## config.mk

```make
export PLATFORM = sky130hd
export DESIGN_NAME = fft_r2_sched_flat
export DESIGN_NICKNAME = d
export VERILOG_FILES = /design/src/rtl/fft_r2_sched_if.sv /design/src/rtl/fft_r2_sched.sv /design/src/flat_wrapper.sv
export SDC_FILE = /design/constraint.sdc
export NUM_CORES = 1
export LEC_CHECK = 0
export CAP_MARGIN = 10
export CORE_UTILIZATION = 45
export DETAILED_ROUTE_END_ITERATION = 10
export GPL_ROUTABILITY_DRIVEN = 0
export PLACE_DENSITY_LB_ADDON = 0.3
export SYNTH_ARGS = -nofsm -noshare
export SYNTH_HDL_FRONTEND = slang
export SYNTH_SLANG_ARGS = --single-unit
```

## constraint.sdc

```tcl
create_clock -name clk -period 5.5 [get_ports clk]
set_clock_uncertainty 0.1 [all_clocks]
set_input_delay 1.1 -clock clk [delete_from_list [all_inputs] [get_ports clk]]
set_output_delay 1.1 -clock clk [all_outputs]
set_load 0.05 [all_outputs]
```

## src/rtl/fft_r2_sched_if.sv

```systemverilog
// Handshake and address bus between the radix-2 FFT scheduler and the RAM/ROM/butterfly datapath.
// The master modport is the scheduler side, and the slave modport is the wrapper/datapath side.
interface fft_r2_sched_if #(
  parameter int LOG2N = 8
);
  logic                       start;
  logic                       busy;
  logic                       done;
  logic [$clog2(LOG2N)-1:0]   stage;
  logic                       rd_en;
  logic [LOG2N-1:0]           rd_addr_a;
  logic [LOG2N-1:0]           rd_addr_b;
  logic [LOG2N-2:0]           tw_addr;
  logic                       bf_valid;
  logic                       wr_en;
  logic [LOG2N-1:0]           wr_addr_a;
  logic [LOG2N-1:0]           wr_addr_b;
  logic                       out_valid;
  logic [LOG2N-1:0]           out_addr;

  modport master (
    input  start,
    output busy, done, stage, rd_en, rd_addr_a, rd_addr_b, tw_addr,
           bf_valid, wr_en, wr_addr_a, wr_addr_b, out_valid, out_addr
  );

  modport slave (
    output start,
    input  busy, done, stage, rd_en, rd_addr_a, rd_addr_b, tw_addr,
           bf_valid, wr_en, wr_addr_a, wr_addr_b, out_valid, out_addr
  );
endinterface

```

## src/rtl/fft_r2_sched.sv

```systemverilog
// Sequencer for a single-butterfly, in-place, radix-2 DIF FFT: read/twiddle/write addressing per stage.
// Define FFT_SCHED_BITREV_EN to add an OUT state that streams bit-reversed readout addresses before done.
module fft_r2_sched #(
  parameter int LOG2N       = 8,
  parameter int MEM_LATENCY = 1,
  parameter int BF_LATENCY  = 3
) (
  input logic              clk,
  input logic              rst,
  fft_r2_sched_if.master   bus
);

  localparam int N  = 1 << LOG2N;
  localparam int D  = MEM_LATENCY + BF_LATENCY;
  localparam int SW = $clog2(LOG2N);
  localparam int DW = $clog2(D + 1);

  localparam logic [2:0] S_IDLE  = 3'd0;
  localparam logic [2:0] S_RUN   = 3'd1;
  localparam logic [2:0] S_DRAIN = 3'd2;
`ifdef FFT_SCHED_BITREV_EN
  localparam logic [2:0] S_OUT   = 3'd3;
`endif
  localparam logic [2:0] S_DONE  = 3'd4;

  localparam logic [LOG2N-1:0] HALF_LAST  = LOG2N'(N / 2 - 1);
  localparam logic [SW-1:0]    STAGE_LAST = SW'(LOG2N - 1);
  localparam logic [DW-1:0]    DRAIN_LAST = DW'(D - 1);
`ifdef FFT_SCHED_BITREV_EN
  localparam logic [LOG2N-1:0] FULL_LAST  = LOG2N'(N - 1);
`endif

  logic [2:0]       state_q, state_d;
  logic [SW-1:0]    stage_q, stage_d;
  logic [LOG2N-1:0] cnt_q, cnt_d;
  logic [DW-1:0]    drain_q, drain_d;

  logic             busy_q, busy_d;
  logic             done_q, done_d;
  logic             rd_en_q, rd_en_d;
  logic [LOG2N-1:0] rd_addr_a_q, rd_addr_a_d;
  logic [LOG2N-1:0] rd_addr_b_q, rd_addr_b_d;
  logic [LOG2N-2:0] tw_addr_q, tw_addr_d;
  logic             out_valid_q, out_valid_d;
  logic [LOG2N-1:0] out_addr_q, out_addr_d;

  logic [D-1:0]            en_pipe_q, en_pipe_d;
  logic [D-1:0][LOG2N-1:0] a_pipe_q, a_pipe_d;
  logic [D-1:0][LOG2N-1:0] b_pipe_q, b_pipe_d;

  logic [LOG2N-1:0] span;
  logic [LOG2N-1:0] j_idx;
  logic [LOG2N-1:0] g_idx;
  logic [LOG2N-1:0] base_a;
  int               st;

`ifdef FFT_SCHED_BITREV_EN
  function automatic logic [LOG2N-1:0] bit_rev(input logic [LOG2N-1:0] v);
    logic [LOG2N-1:0] r;
    for (int i = 0; i < LOG2N; i++) begin
      r[i] = v[LOG2N-1-i];
    end
    return r;
  endfunction
`endif

  // Each DRAIN lasts exactly the read-to-write latency, so the next stage never reads stale data.
  always_comb begin
    state_d = state_q;
    stage_d = stage_q;
    cnt_d   = cnt_q;
    drain_d = drain_q;
    case (state_q)
      S_IDLE: begin
        if (bus.start) begin
          state_d = S_RUN;
          stage_d = '0;
          cnt_d   = '0;
        end
      end
      S_RUN: begin
        if (cnt_q == HALF_LAST) begin
          state_d = S_DRAIN;
          drain_d = '0;
          cnt_d   = '0;
        end else begin
          cnt_d = cnt_q + 1'b1;
        end
      end
      S_DRAIN: begin
        if (drain_q == DRAIN_LAST) begin
          drain_d = '0;
          cnt_d   = '0;
          if (stage_q == STAGE_LAST) begin
            stage_d = '0;
`ifdef FFT_SCHED_BITREV_EN
            state_d = S_OUT;
`else
            state_d = S_DONE;
`endif
          end else begin
            stage_d = stage_q + 1'b1;
            state_d = S_RUN;
          end
        end else begin
          drain_d = drain_q + 1'b1;
        end
      end
`ifdef FFT_SCHED_BITREV_EN
      S_OUT: begin
        if (cnt_q == FULL_LAST) begin
          state_d = S_DONE;
          cnt_d   = '0;
        end else begin
          cnt_d = cnt_q + 1'b1;
        end
      end
`endif
      S_DONE: begin
        state_d = S_IDLE;
      end
      default: begin
        state_d = S_IDLE;
        stage_d = '0;
        cnt_d   = '0;
        drain_d = '0;
      end
    endcase
  end

  // Outputs are computed from the next state so that every port comes straight from a flop.
  always_comb begin
    busy_d      = (state_d != S_IDLE) && (state_d != S_DONE);
    done_d      = (state_d == S_DONE);
    rd_en_d     = (state_d == S_RUN);
    rd_addr_a_d = '0;
    rd_addr_b_d = '0;
    tw_addr_d   = '0;
    st          = int'(stage_d);
    span        = LOG2N'(1) << (LOG2N - 1 - st);
    j_idx       = cnt_d & (span - 1'b1);
    g_idx       = cnt_d >> (LOG2N - 1 - st);
    base_a      = (g_idx << (LOG2N - st)) | j_idx;
    if (rd_en_d) begin
      rd_addr_a_d = base_a;
      rd_addr_b_d = base_a + span;
      tw_addr_d   = (LOG2N-1)'(j_idx << st);
    end
  end

`ifdef FFT_SCHED_BITREV_EN
  always_comb begin
    out_valid_d = (state_d == S_OUT);
    out_addr_d  = '0;
    if (out_valid_d) begin
      out_addr_d = bit_rev(cnt_d);
    end
  end
`else
  always_comb begin
    out_valid_d = 1'b0;
    out_addr_d  = '0;
  end
`endif

  // The write addresses ride along with the read strobe through the memory and butterfly latency.
  always_comb begin
    en_pipe_d    = '0;
    a_pipe_d     = '0;
    b_pipe_d     = '0;
    en_pipe_d[0] = rd_en_q;
    a_pipe_d[0]  = rd_addr_a_q;
    b_pipe_d[0]  = rd_addr_b_q;
    for (int i = 1; i < D; i++) begin
      en_pipe_d[i] = en_pipe_q[i-1];
      a_pipe_d[i]  = a_pipe_q[i-1];
      b_pipe_d[i]  = b_pipe_q[i-1];
    end
  end

  always_ff @(posedge clk or posedge rst) begin
    if (rst) begin
      state_q     <= S_IDLE;
      stage_q     <= '0;
      cnt_q       <= '0;
      drain_q     <= '0;
      busy_q      <= 1'b0;
      done_q      <= 1'b0;
      rd_en_q     <= 1'b0;
      rd_addr_a_q <= '0;
      rd_addr_b_q <= '0;
      tw_addr_q   <= '0;
      out_valid_q <= 1'b0;
      out_addr_q  <= '0;
      en_pipe_q   <= '0;
      a_pipe_q    <= '0;
      b_pipe_q    <= '0;
    end else begin
      state_q     <= state_d;
      stage_q     <= stage_d;
      cnt_q       <= cnt_d;
      drain_q     <= drain_d;
      busy_q      <= busy_d;
      done_q      <= done_d;
      rd_en_q     <= rd_en_d;
      rd_addr_a_q <= rd_addr_a_d;
      rd_addr_b_q <= rd_addr_b_d;
      tw_addr_q   <= tw_addr_d;
      out_valid_q <= out_valid_d;
      out_addr_q  <= out_addr_d;
      en_pipe_q   <= en_pipe_d;
      a_pipe_q    <= a_pipe_d;
      b_pipe_q    <= b_pipe_d;
    end
  end

  assign bus.busy      = busy_q;
  assign bus.done      = done_q;
  assign bus.stage     = stage_q;
  assign bus.rd_en     = rd_en_q;
  assign bus.rd_addr_a = rd_addr_a_q;
  assign bus.rd_addr_b = rd_addr_b_q;
  assign bus.tw_addr   = tw_addr_q;
  assign bus.bf_valid  = en_pipe_q[MEM_LATENCY-1];
  assign bus.wr_en     = en_pipe_q[D-1];
  assign bus.wr_addr_a = a_pipe_q[D-1];
  assign bus.wr_addr_b = b_pipe_q[D-1];
  assign bus.out_valid = out_valid_q;
  assign bus.out_addr  = out_addr_q;

endmodule

```

## src/flat_wrapper.sv

```systemverilog
// flat-port wrapper written by rule: the top's interface ports become plain ports
module fft_r2_sched_flat 
#(
  parameter int LOG2N       = 8,
  parameter int MEM_LATENCY = 1,
  parameter int BF_LATENCY  = 3
)
  (clk, rst, bus_start, bus_busy, bus_done, bus_stage, bus_rd_en, bus_rd_addr_a, bus_rd_addr_b, bus_tw_addr, bus_bf_valid, bus_wr_en, bus_wr_addr_a, bus_wr_addr_b, bus_out_valid, bus_out_addr);
  fft_r2_sched_if #(.LOG2N(LOG2N)) bus_i ();
  input logic clk;
  input logic rst;
  input wire logic [$bits(bus_i.start)-1:0] bus_start;
  output wire logic [$bits(bus_i.busy)-1:0] bus_busy;
  output wire logic [$bits(bus_i.done)-1:0] bus_done;
  output wire logic [$bits(bus_i.stage)-1:0] bus_stage;
  output wire logic [$bits(bus_i.rd_en)-1:0] bus_rd_en;
  output wire logic [$bits(bus_i.rd_addr_a)-1:0] bus_rd_addr_a;
  output wire logic [$bits(bus_i.rd_addr_b)-1:0] bus_rd_addr_b;
  output wire logic [$bits(bus_i.tw_addr)-1:0] bus_tw_addr;
  output wire logic [$bits(bus_i.bf_valid)-1:0] bus_bf_valid;
  output wire logic [$bits(bus_i.wr_en)-1:0] bus_wr_en;
  output wire logic [$bits(bus_i.wr_addr_a)-1:0] bus_wr_addr_a;
  output wire logic [$bits(bus_i.wr_addr_b)-1:0] bus_wr_addr_b;
  output wire logic [$bits(bus_i.out_valid)-1:0] bus_out_valid;
  output wire logic [$bits(bus_i.out_addr)-1:0] bus_out_addr;
  assign bus_i.start = bus_start;
  assign bus_busy = bus_i.busy;
  assign bus_done = bus_i.done;
  assign bus_stage = bus_i.stage;
  assign bus_rd_en = bus_i.rd_en;
  assign bus_rd_addr_a = bus_i.rd_addr_a;
  assign bus_rd_addr_b = bus_i.rd_addr_b;
  assign bus_tw_addr = bus_i.tw_addr;
  assign bus_bf_valid = bus_i.bf_valid;
  assign bus_wr_en = bus_i.wr_en;
  assign bus_wr_addr_a = bus_i.wr_addr_a;
  assign bus_wr_addr_b = bus_i.wr_addr_b;
  assign bus_out_valid = bus_i.out_valid;
  assign bus_out_addr = bus_i.out_addr;
  fft_r2_sched #(.LOG2N(LOG2N), .MEM_LATENCY(MEM_LATENCY), .BF_LATENCY(BF_LATENCY)) u_core (.clk(clk), .rst(rst), .bus(bus_i));
endmodule
```

# Yosys cells after proc, flatten, opt, wreduce, memory -nomap -nowiden
# Index checks and enable logic that the tools add are counted.
[totals] register_bits=111 input_bits=3
[classes] bitwise_logic=3 n_shift=4 mux=19 reduce_logical=6 n_addsub=7 n_eq_ne=10
[ops] cell="two-way mux 8 bit" count=5
[ops] cell="case mux 8 bit (4 select lines)" count=1
[ops] cell="left shift 1 x 32 -> 8 bit, first input constant" count=1
[ops] cell="left shift 8 x 32 -> 8 bit" count=1
[ops] cell="right shift 8 x 32 -> 8 bit" count=1
[ops] cell="two-way mux 3 bit" count=9
[ops] cell="case mux 3 bit (3 select lines)" count=3
[ops] cell="equality test 3 bit, second input constant" count=3
[ops] cell="adder 8 x 1 -> 8 bit, second input constant" count=1
[ops] cell="adder 8 bit" count=1
[ops] cell="bitwise AND 8 bit" count=1
[ops] cell="equality test 8 x 7 -> 1 bit, second input constant" count=1
[ops] cell="OR 8 bit" count=1
[ops] cell="left shift 8 x 3 -> 7 bit" count=1
[ops] cell="subtractor 8 x 1 -> 8 bit, second input constant" count=1
[ops] cell="two-way mux 7 bit" count=1
[ops] cell="adder 3 x 1 -> 3 bit, second input constant" count=2
[ops] cell="equality test 3 x 1 -> 1 bit, second input constant" count=2
[ops] cell="equality test 3 x 2 -> 1 bit, second input constant" count=2
[ops] cell="subtractor 4 x 3 -> 5 bit, first input constant" count=1
[ops] cell="OR reduction 2 bit" count=2
[ops] cell="subtractor 3 x 3 -> 4 bit, first input constant" count=1
[ops] cell="logical NOT 3 bit" count=1
[ops] cell="inequality test 3 bit, second input constant" count=1
[ops] cell="5 further kinds" count=5

# Longest topological paths before layout
# Gate-level depths: netlist (run 1).
[logic_depth] ltp_word=11 ltp_mapped=24 ltp_nobuf=22

# Least setup slack after synthesis (run 1)
# Ideal clock, no wire load.
[synth_timing] path_type="input port to flip-flop" from="input bus_start" to="register u_core.rd_addr_b_q[7], in the netlist u_core.bus.rd_addr_b[7]" t_arrival_ns=5.171 setup_slack_ns=0.151 stages=22 n_path_buf=3 t_required_ns=5.322 cell_sequence="nor2b_1 > o31ai_2 > o21a_1 > nor2_1 > buf_2 > buf_2 > ha_1 > ha_1 > clkbuf_1 > a21boi_0 > nand2_1 > o22a_1 > inv_1 > ha_1 > a21o_1 > a21oi_1 > o21bai_1 > a21oi_1 > o21ai_0 > xor2_1 > or3_1 > a21oi_1"
[synth_via] elab_chain_len=9 elab_cells_between_ends=17
[synth_rtl] element="from (decl)" line="flat_wrapper.sv:12" text="input wire logic [$bits(bus_i.start)-1:0] bus_start;"
[synth_rtl] element="two-way mux 3 bit" line="fft_r2_sched.sv:75" text="if (bus.start) begin"
[synth_rtl] element="case mux 3 bit (3 select lines)" line="fft_r2_sched.sv:73" text="case (state_q)"
[synth_rtl] element="subtractor 3 x 3 -> 4 bit" line="fft_r2_sched.sv:140, fft_r2_sched.sv:142"
[synth_rtl] element="left shift 1 x 32 -> 8 bit" line="fft_r2_sched.sv:140" text="span = LOG2N'(1) << (LOG2N - 1 - st);"
[synth_rtl] element="subtractor 8 x 1 -> 8 bit" line="fft_r2_sched.sv:141" text="j_idx = cnt_d & (span - 1'b1);"
[synth_rtl] element="bitwise AND 8 bit" line="fft_r2_sched.sv:141"
[synth_rtl] element="OR 8 bit" line="fft_r2_sched.sv:143" text="base_a = (g_idx << (LOG2N - st)) | j_idx;"
[synth_rtl] element="adder 8 bit" line="fft_r2_sched.sv:146" text="rd_addr_b_d = base_a + span;"
[synth_rtl] element="two-way mux 8 bit (*)" line="fft_r2_sched.sv:144" text="if (rd_en_d) begin"
[synth_rtl] element="named net u_core.rd_addr_b_d[7]" line="fft_r2_sched.sv:42" text="logic [LOG2N-1:0] rd_addr_b_q, rd_addr_b_d;"
[synth_rtl] element="to (signal assigned)" line="fft_r2_sched.sv:207" text="rd_addr_b_q <= rd_addr_b_d;"
[synth_rtl] element="to (decl)" line="fft_r2_sched.sv:42"
# The timed path passes the listed nets; every way through them passes the cells marked *.
# A chain may end at the register's enable or synchronous reset.

# Worst setup path after layout (run 1)
# Same ends and word-level chain as after synthesis.

==> flow_summary_export.csv, run 1 <==
group,metric,value,unit
run_status,outcome,"finished clean",
setup_path,critPathKind,"in -> reg",
global_route,grt_pass1_wl,16740,µm
floorplan,row_count,37,
place,portBuffers,49,
cells_and_area,diodes,0,
global_route,grt_max_degree,90,
logic_synthesis,synth_area_leaders,"dfrtp_1 (57%), ha_1 (4.4%), buf_4 (4.2%)",
floorplan,initial_core_util,46.77,%
timing,tns,0,ns
cells_and_area,final_layout_size_suffix_gt1_share,11.07,%
cts,cts.sinks,111,
global_route,overflow,0,
floorplan,die_height,105.8,µm
power_and_ir_drop,clockPowerShare,15.8,%
setup_path,slowest_stage,"clkdlybuf4s50_1",
power_and_ir_drop,p_sw,1.234,mW
timing,holdWs,0.2525,ns
place,dp.cells,617,
global_route,antenna_found_initial,0,
route,via_per_inst,5.570,
cells_and_area,final_common_cell,"dfrtp_1",
logic_synthesis,seq_area_frac_synth,57.28,%
timing,hold_viol_final,0,
global_route,grt_pass1_vias,3375,
power_and_ir_drop,power_density,516.4,mW/mm²
logic_synthesis,synth_edf_count,0,
route,initialDrtViolationCount,319,
floorplan,die_area,0.01120,mm²
cts,clkLatencyLatePin,0.36,ns
timing,fin_crit_sh,92.96,%
power_and_ir_drop,internal_power,1.691,mW
power_and_ir_drop,p_comb_share,42.9,%
cells_and_area,final_cell_mix,"dfrtp_1 (111), clkdlybuf4s50_1 (49), nand2_1 (37)",
cts,cts_setup_buffers,0,
setup_path,cp_max_fo,8,
timing,tightest_slew,1.044,ns
cells_and_area,fin_cells,633,
logic_synthesis,ys_types,63,
route,dr_total_vias,3526,
power_and_ir_drop,power.leakage,2.635,nW
timing,rsz0062_at_grt,"no",
cells_and_area,layout.nets,513,
setup_path,reg2reg_to,"u_core.bus.rd_addr_b[7]",
setup_path,arrival,5.31,ns
cts,cts_tree,"built",
timing,maxSlewViolCount,0,
route,dr.pass1.iters,5,
logic_synthesis,ys_warn_count,0,
cts,cts.repair.resized,0,
cts,cts-htree-levels,3,
global_route,globalRouteTotalUtil,19.09,%
floorplan,die_w,105.8,µm
route,drc,0,
logic_synthesis,synth.top_cell.area_share,57.28,%
floorplan,io_pins,59,
cts,cts_made_buffers,9,
setup_path,critPathLaunch,"bus_start",
timing,fin_crit,5.113,ns
cts,clockBufferDepth,2,
setup_path,worstPathRequired,5.70,ns
setup_path,reg2regPathDepth,19,
logic_synthesis,syn_inst,439,
cts,cts_root_buffer,"clkbuf_8",
timing,setup_viol,0,
setup_path,cpPeakStageDelay,0.40,ns
route,drt_wl_total,10080,µm
setup_path,cp_cell_sequence,"clkdlybuf4s50_1 -> nor2b_1 -> o31ai_2 -> o21a_1 -> nor2_1 -> ha_1 -> ha_1 -> buf_4 -> o21ai_0 -> nor2_1 -> a221o_1 -> ha_1 -> a21oi_1 -> o21bai_1 -> a21oi_1 -> o21ai_0 -> xor2_1 -> or3_1 -> a21oi_1",
setup_path,endpoint_kind,"flip-flop",
logic_synthesis,synth-main-ff-cell,"dfrtp_1",
power_and_ir_drop,sequentialPowerShare,41.2,%
cells_and_area,area_growth,16.77,%
logic_synthesis,synth_top_area_cell,"dfrtp_1",
logic_synthesis,synth_area,0.004850,mm²
flow_run,max_cap_violations,0,
timing,fmax,195.6,MHz
route,post_drt_wl_per_cell,15.92,µm
logic_synthesis,synth-seq-cells,111,
route,antenna_left,0,
setup_path,rr_startpoint,"u_core.state_q[0]",
logic_synthesis,syn_area_per_cell,11.05,µm²
floorplan,design.core.area,0.01037,mm²
cts,clkTransAtPathRegs,0.11,ns
cts,hold_buffers,0,
setup_path,start_kind,"input pin",
power_and_ir_drop,irDropWorstVdd,346.5,µV
setup_path,rrSetupSlack,0.81,ns
setup_path,worstSetupEndpoint,"u_core.bus.rd_addr_b[7]",
power_and_ir_drop,swShare,42.19,%
place,dp_hpwl,7504,µm
timing,relSlewSlack,30.42,%
logic_synthesis,async_flop_share,100.0,%
min_path,hold_path.class,"reg -> reg",
==> cell usage after synthesis (all sizes together), types with 3 or more instances <==
cell type    n
nor3         8
or3          3
dfrtp      111
xnor2        4
o2111ai      3
o22ai        6
a21o         5
nor3b        4
xor2         3
nor2b        8
mux2i        3
and2         7
ha          17
nand2       37
nand3       13
a21oi       27
inv         18
and3        11
a32oi        4
o21ai       21
o31ai        3
nand2b       6
buf         34
a211oi       6
nor2        29
a311oi       3
a22oi        3
clkbuf       4
a31oi        7
==> power groups by stage <==
| stage | combinational (mW) | clock, mW | sequential, mW |
|---|---|---|---|
| detailed placement | 1.25 | 0 | 1.23 |
| global placement | 1.24 | 0 | 1.22 |
| floorplan | 0.643 | 0 | 1.45 |
| global route | 1.33 | 0.513 | 1.24 |
| finish | 1.26 | 0.462 | 1.21 |
| CTS | 1.25 | 0.481 | 1.21 |
==> per-layer routing <==
layer / up-vias / GRT usage, % / share of wire, %
li1: 1621 / - / -
met1: 1715 / 26.68 / 45
met2: 160 / 29.32 / 45
met3: 30 / 2.041 / 5.4
met4: 0 / 10.32 / 4.1
met5: - / 0 / 0
==> area by class of cell <==
| type | count | area, µm² |
|---|---|---|
| inverters | 18 | 70.07 |
| fillers | 906 | 4707 |
| flip-flops and latches | 111 | 2778 |
| well taps | 136 | 170.2 |
| clock buffers | 9 | 123.9 |
| repair buffers | 72 | 663.1 |
| clock inverters | 7 | 75.07 |
| multi-input cells | 280 | 1783 |
==> sequential cells by signal (all words and copies together), names as in the netlist, 4 cells and up <==
name / cells
u_core.a_pipe_d: 24
u_core.bus.rd_addr_a: 8
u_core.bus.tw_addr: 7
u_core.b_pipe_d: 24
u_core.bus.wr_addr_b: 8
u_core.bus.rd_addr_b: 8
u_core.en_pipe_q: 4
u_core.cnt_q: 8
u_core.bus.wr_addr_a: 8
==> how the worst min path moves through the flow <==
stage	from	endpoint	slack (ns)	cells after the start
6_report	u_core.a_pipe_d[14]	u_core.a_pipe_d[22]	0.25	0
2_1_floorplan	u_core.a_pipe_d[8]	u_core.a_pipe_d[16]	0.23	0
3_5_place_dp	u_core.a_pipe_d[14]	u_core.a_pipe_d[22]	0.23	0
4_1_cts	u_core.a_pipe_d[14]	u_core.a_pipe_d[22]	0.25	0
3_3_place_gp	u_core.a_pipe_d[11]	u_core.a_pipe_d[19]	0.23	0
5_1_grt	u_core.a_pipe_d[10]	u_core.a_pipe_d[18]	0.26	0
==> critical path, delay by kind of cell <==
kind,cells,cell delay (ns)
adder cells (fa/ha/maj),3,0.90
AND/OR/NAND/NOR,4,0.65
XOR/XNOR,1,0.17
buffers and inverters,2,0.58
AO/OA/AOI/OAI,9,1.91
==> through the flow <==
step | worst slack [ns] | utilization, % | total power, mW | area (µm²)
finish | 0.3871 | 54.61 | 2.924 | 5663
global route | 0.1060 | 54.61 | 3.081 | 5663
CTS | 0.4222 | 54.61 | 2.947 | 5663
detailed placement | 0.05530 | 52.69 | 2.478 | 5464
global placement | 0.2090 | 52.69 | 2.452 | 5464
floorplan | 0.1507 | - | 2.090 | 4880
==> cell families after synthesis <==
logic type	Yosys count	synth area share, %
fa+ha+maj	18	4.799
simple gates	135	14.01
compound gates	106	14.91
mux	5	1.084
buf+inv	56	6.579
flops	111	57.28
other cells	1	0.07733
xor+xnor	7	1.264
No activity file was read; power rests on OpenSTA's default activity.
==> run 2, diff against run 1 <==
--- a/config.mk
+++ b/config.mk
@@ -6,7 +6,7 @@
 export NUM_CORES = 1
 export LEC_CHECK = 0
 export CAP_MARGIN = 10
-export CORE_UTILIZATION = 45
+export CORE_UTILIZATION = 30
 export DETAILED_ROUTE_END_ITERATION = 10
 export GPL_ROUTABILITY_DRIVEN = 0
 export PLACE_DENSITY_LB_ADDON = 0.3
==> run 2 against run 1 <==
Effect of this change: register-to-register slack better by 0.08 ns; fmax grew 0.47%; core utilization down 17 points; non-clock buffer count rose by 1; combinational power is essentially flat; clock power is 38% higher; hold slack worse by 0.0070 ns; sequential share of layout area is 1.9 points lower; sequential power is essentially flat; critical path depth increased by 2; clock-buffer cell count is the same.
==> flow_summary_export.csv, run 2 (synthesized netlist as in run 1, its figures left out) <==
group,metric,value,unit
global_route,antenna_found_initial,0,
cts,cts.repair.resized,0,
setup_path,critPathKind,"in -> reg",
route,antenna_left,0,
global_route,met2_usage,21.63,%
global_route,grt_pass1_vias,3445,
timing,tns,0,ns
setup_path,slowest_stage,"clkdlybuf4s50_1",
route,dr.pass1.iters,5,
setup_path,endpoint_kind,"flip-flop",
cells_and_area,final_common_cell,"dfrtp_1",
power_and_ir_drop,internal_power,1.841,mW
timing,hold_viol_final,0,
cells_and_area,final_layout_size_suffix_gt1_share,11.24,%
power_and_ir_drop,p_sw,1.274,mW
cells_and_area,multiInputGateArea,0.001783,mm²
route,post_drt_wl_per_cell,15.06,µm
setup_path,worstPathRequired,5.67,ns
setup_path,cp_max_fo,9,
place,place_area,0.005584,mm²
cts,cts.sinks,111,
power_and_ir_drop,p_total,3.114,mW
floorplan,design.core.area,0.01583,mm²
route,dr_total_vias,3529,
floorplan,initial_core_util,30.64,%
cts,clkTransAtPathRegs,0.08,ns
cells_and_area,design_area,0.005886,mm²
cells_and_area,regArea,0.002778,mm²
timing,tightest_slew,0.9606,ns
setup_path,start_kind,"input pin",
power_and_ir_drop,sequentialPowerShare,38.8,%
power_and_ir_drop,swShare,40.90,%
floorplan,die_height,129.1,µm
setup_path,cp_cell_sequence,"clkdlybuf4s50_1 -> nor2b_1 -> o31ai_2 -> o21ai_2 -> nand2_1 -> inv_2 -> ha_1 -> ha_1 -> a21boi_0 -> nand2_1 -> o22a_1 -> inv_1 -> ha_1 -> a21o_1 -> a21oi_1 -> o21bai_1 -> a21oi_1 -> o21ai_0 -> xor2_1 -> or3_1 -> a21oi_1",
cells_and_area,final_cell_mix,"dfrtp_1 (111), clkdlybuf4s50_1 (49), nand2_1 (37)",
flow_run,max_cap_violations,0,
floorplan,die_w,129.1,µm
place,dp_hpwl,7841,µm
cts,cts-htree-levels,3,
setup_path,path_buf_inv,3,
setup_path,cpPeakStageDelay,0.39,ns
place,portBuffers,49,
cts,clkLatencyLatePin,0.35,ns
power_and_ir_drop,irDropWorstVdd,300.0,µV
power_and_ir_drop,clockPowerShare,20.4,%
power_and_ir_drop,p_comb_share,40.8,%
global_route,grt-busiest-layer,"met2",
setup_path,arrival,5.26,ns
global_route,grt_max_degree,85,
setup_path,cp_top_family,"compound AO/OA/AOI/OAI gates",
timing,fin_crit,5.089,ns
cts,cts_setup_buffers,0,
timing,fin_crit_sh,92.52,%
run_status,outcome,"finished clean",
floorplan,row_count,46,
timing,relSlewSlack,35.96,%
route,via_per_inst,4.943,
global_route,met1_usage,17.68,%
cts,clockBufferDepth,2,
floorplan,io_pins,59,
power_and_ir_drop,power.leakage,2.690,nW
floorplan,die_area,0.01668,mm²
cells_and_area,layout.nets,514,
min_path,hold_path.class,"reg -> reg",
cells_and_area,diodes,0,
cts,hold_buffers,0,
global_route,grt_pass1_wl,17460,µm
cts,cts_tree,"built",
global_route,overflow,0,
route,drc,0,
cells_and_area,fill_cells,1510,
timing,fmax,196.5,MHz
global_route,use_met3,3.014,%
cts,cts_root_buffer,"clkbuf_16",
timing,rsz0062_at_grt,"no",
power_and_ir_drop,power_density,529.1,mW/mm²
cts,cts_made_buffers,9,
route,initialDrtViolationCount,534,
timing,setup_viol,0,
global_route,globalRouteTotalUtil,13.75,%
cells_and_area,area_growth,21.36,%
route,drt_wl_total,10750,µm
timing,maxSlewViolCount,0,
-- run 2: power by group through the flow --
| stage | sequential, mW | combinational, mW | clock [mW] |
|---|---|---|---|
| floorplan | 1.45 | 0.643 | 0 |
| global placement | 1.22 | 1.27 | 0 |
| detailed placement | 1.23 | 1.27 | 0 |
| CTS | 1.21 | 1.27 | 0.660 |
| global route | 1.24 | 1.36 | 0.694 |
| finish | 1.21 | 1.27 | 0.636 |
-- run 2: final timing paths --
| kind | start | endpoint | slack [ns] | cells after the start |
|---|---|---|---|---|
| hold reg to reg | u_core.a_pipe_d[27] | u_core.bus.wr_addr_a[3] | 0.25 | 0 |
| min in group asynchronous | rst | u_core.bus.wr_addr_a[5] | 1.23 | 2 |
| max in group asynchronous | rst | u_core.bus.stage[0] | 3.13 | 3 |
| hold / removal | u_core.a_pipe_d[27] | u_core.bus.wr_addr_a[3] | 0.25 | 0 |
| setup reg to reg | u_core.drain_q[0] | u_core.bus.rd_addr_b[7] | 0.89 | 20 |
| setup / recovery | bus_start | u_core.bus.rd_addr_b[7] | 0.41 | 21 |
-- run 2: area by class of cell --
| cell class | instances | area share (%) |
|---|---|---|
| clock buffer | 9 | 3.827 |
| clock inverter | 7 | 1.297 |
| inverter | 18 | 1.190 |
| multi-input combinational | 280 | 30.29 |
| sequential | 111 | 47.19 |
| tap | 216 | 4.592 |
| timing repair buffer | 73 | 11.61 |
-- run 2: per-layer routing --
metal | vias up | part of all wire, %
li1 | 1633 | -
met4 | 0 | 3.7
met1 | 1710 | 44
met5 | - | 0
met3 | 36 | 6.2
met2 | 150 | 46
-- run 2: per-stage QoR --
step | setup slack (ns) | hold WS, ns | std cells | util [%]
after floorplan | 0.1507 | 0.2312 | 447 | -
after global placement | 0.2192 | 0.2314 | 698 | 35.28
after detailed placement | 0.08457 | 0.2347 | 698 | 35.28
after CTS | 0.4315 | 0.2494 | 714 | 37.19
after global routing | 0.1035 | 0.2549 | 714 | 37.19
final | 0.4112 | 0.2455 | 714 | 37.19
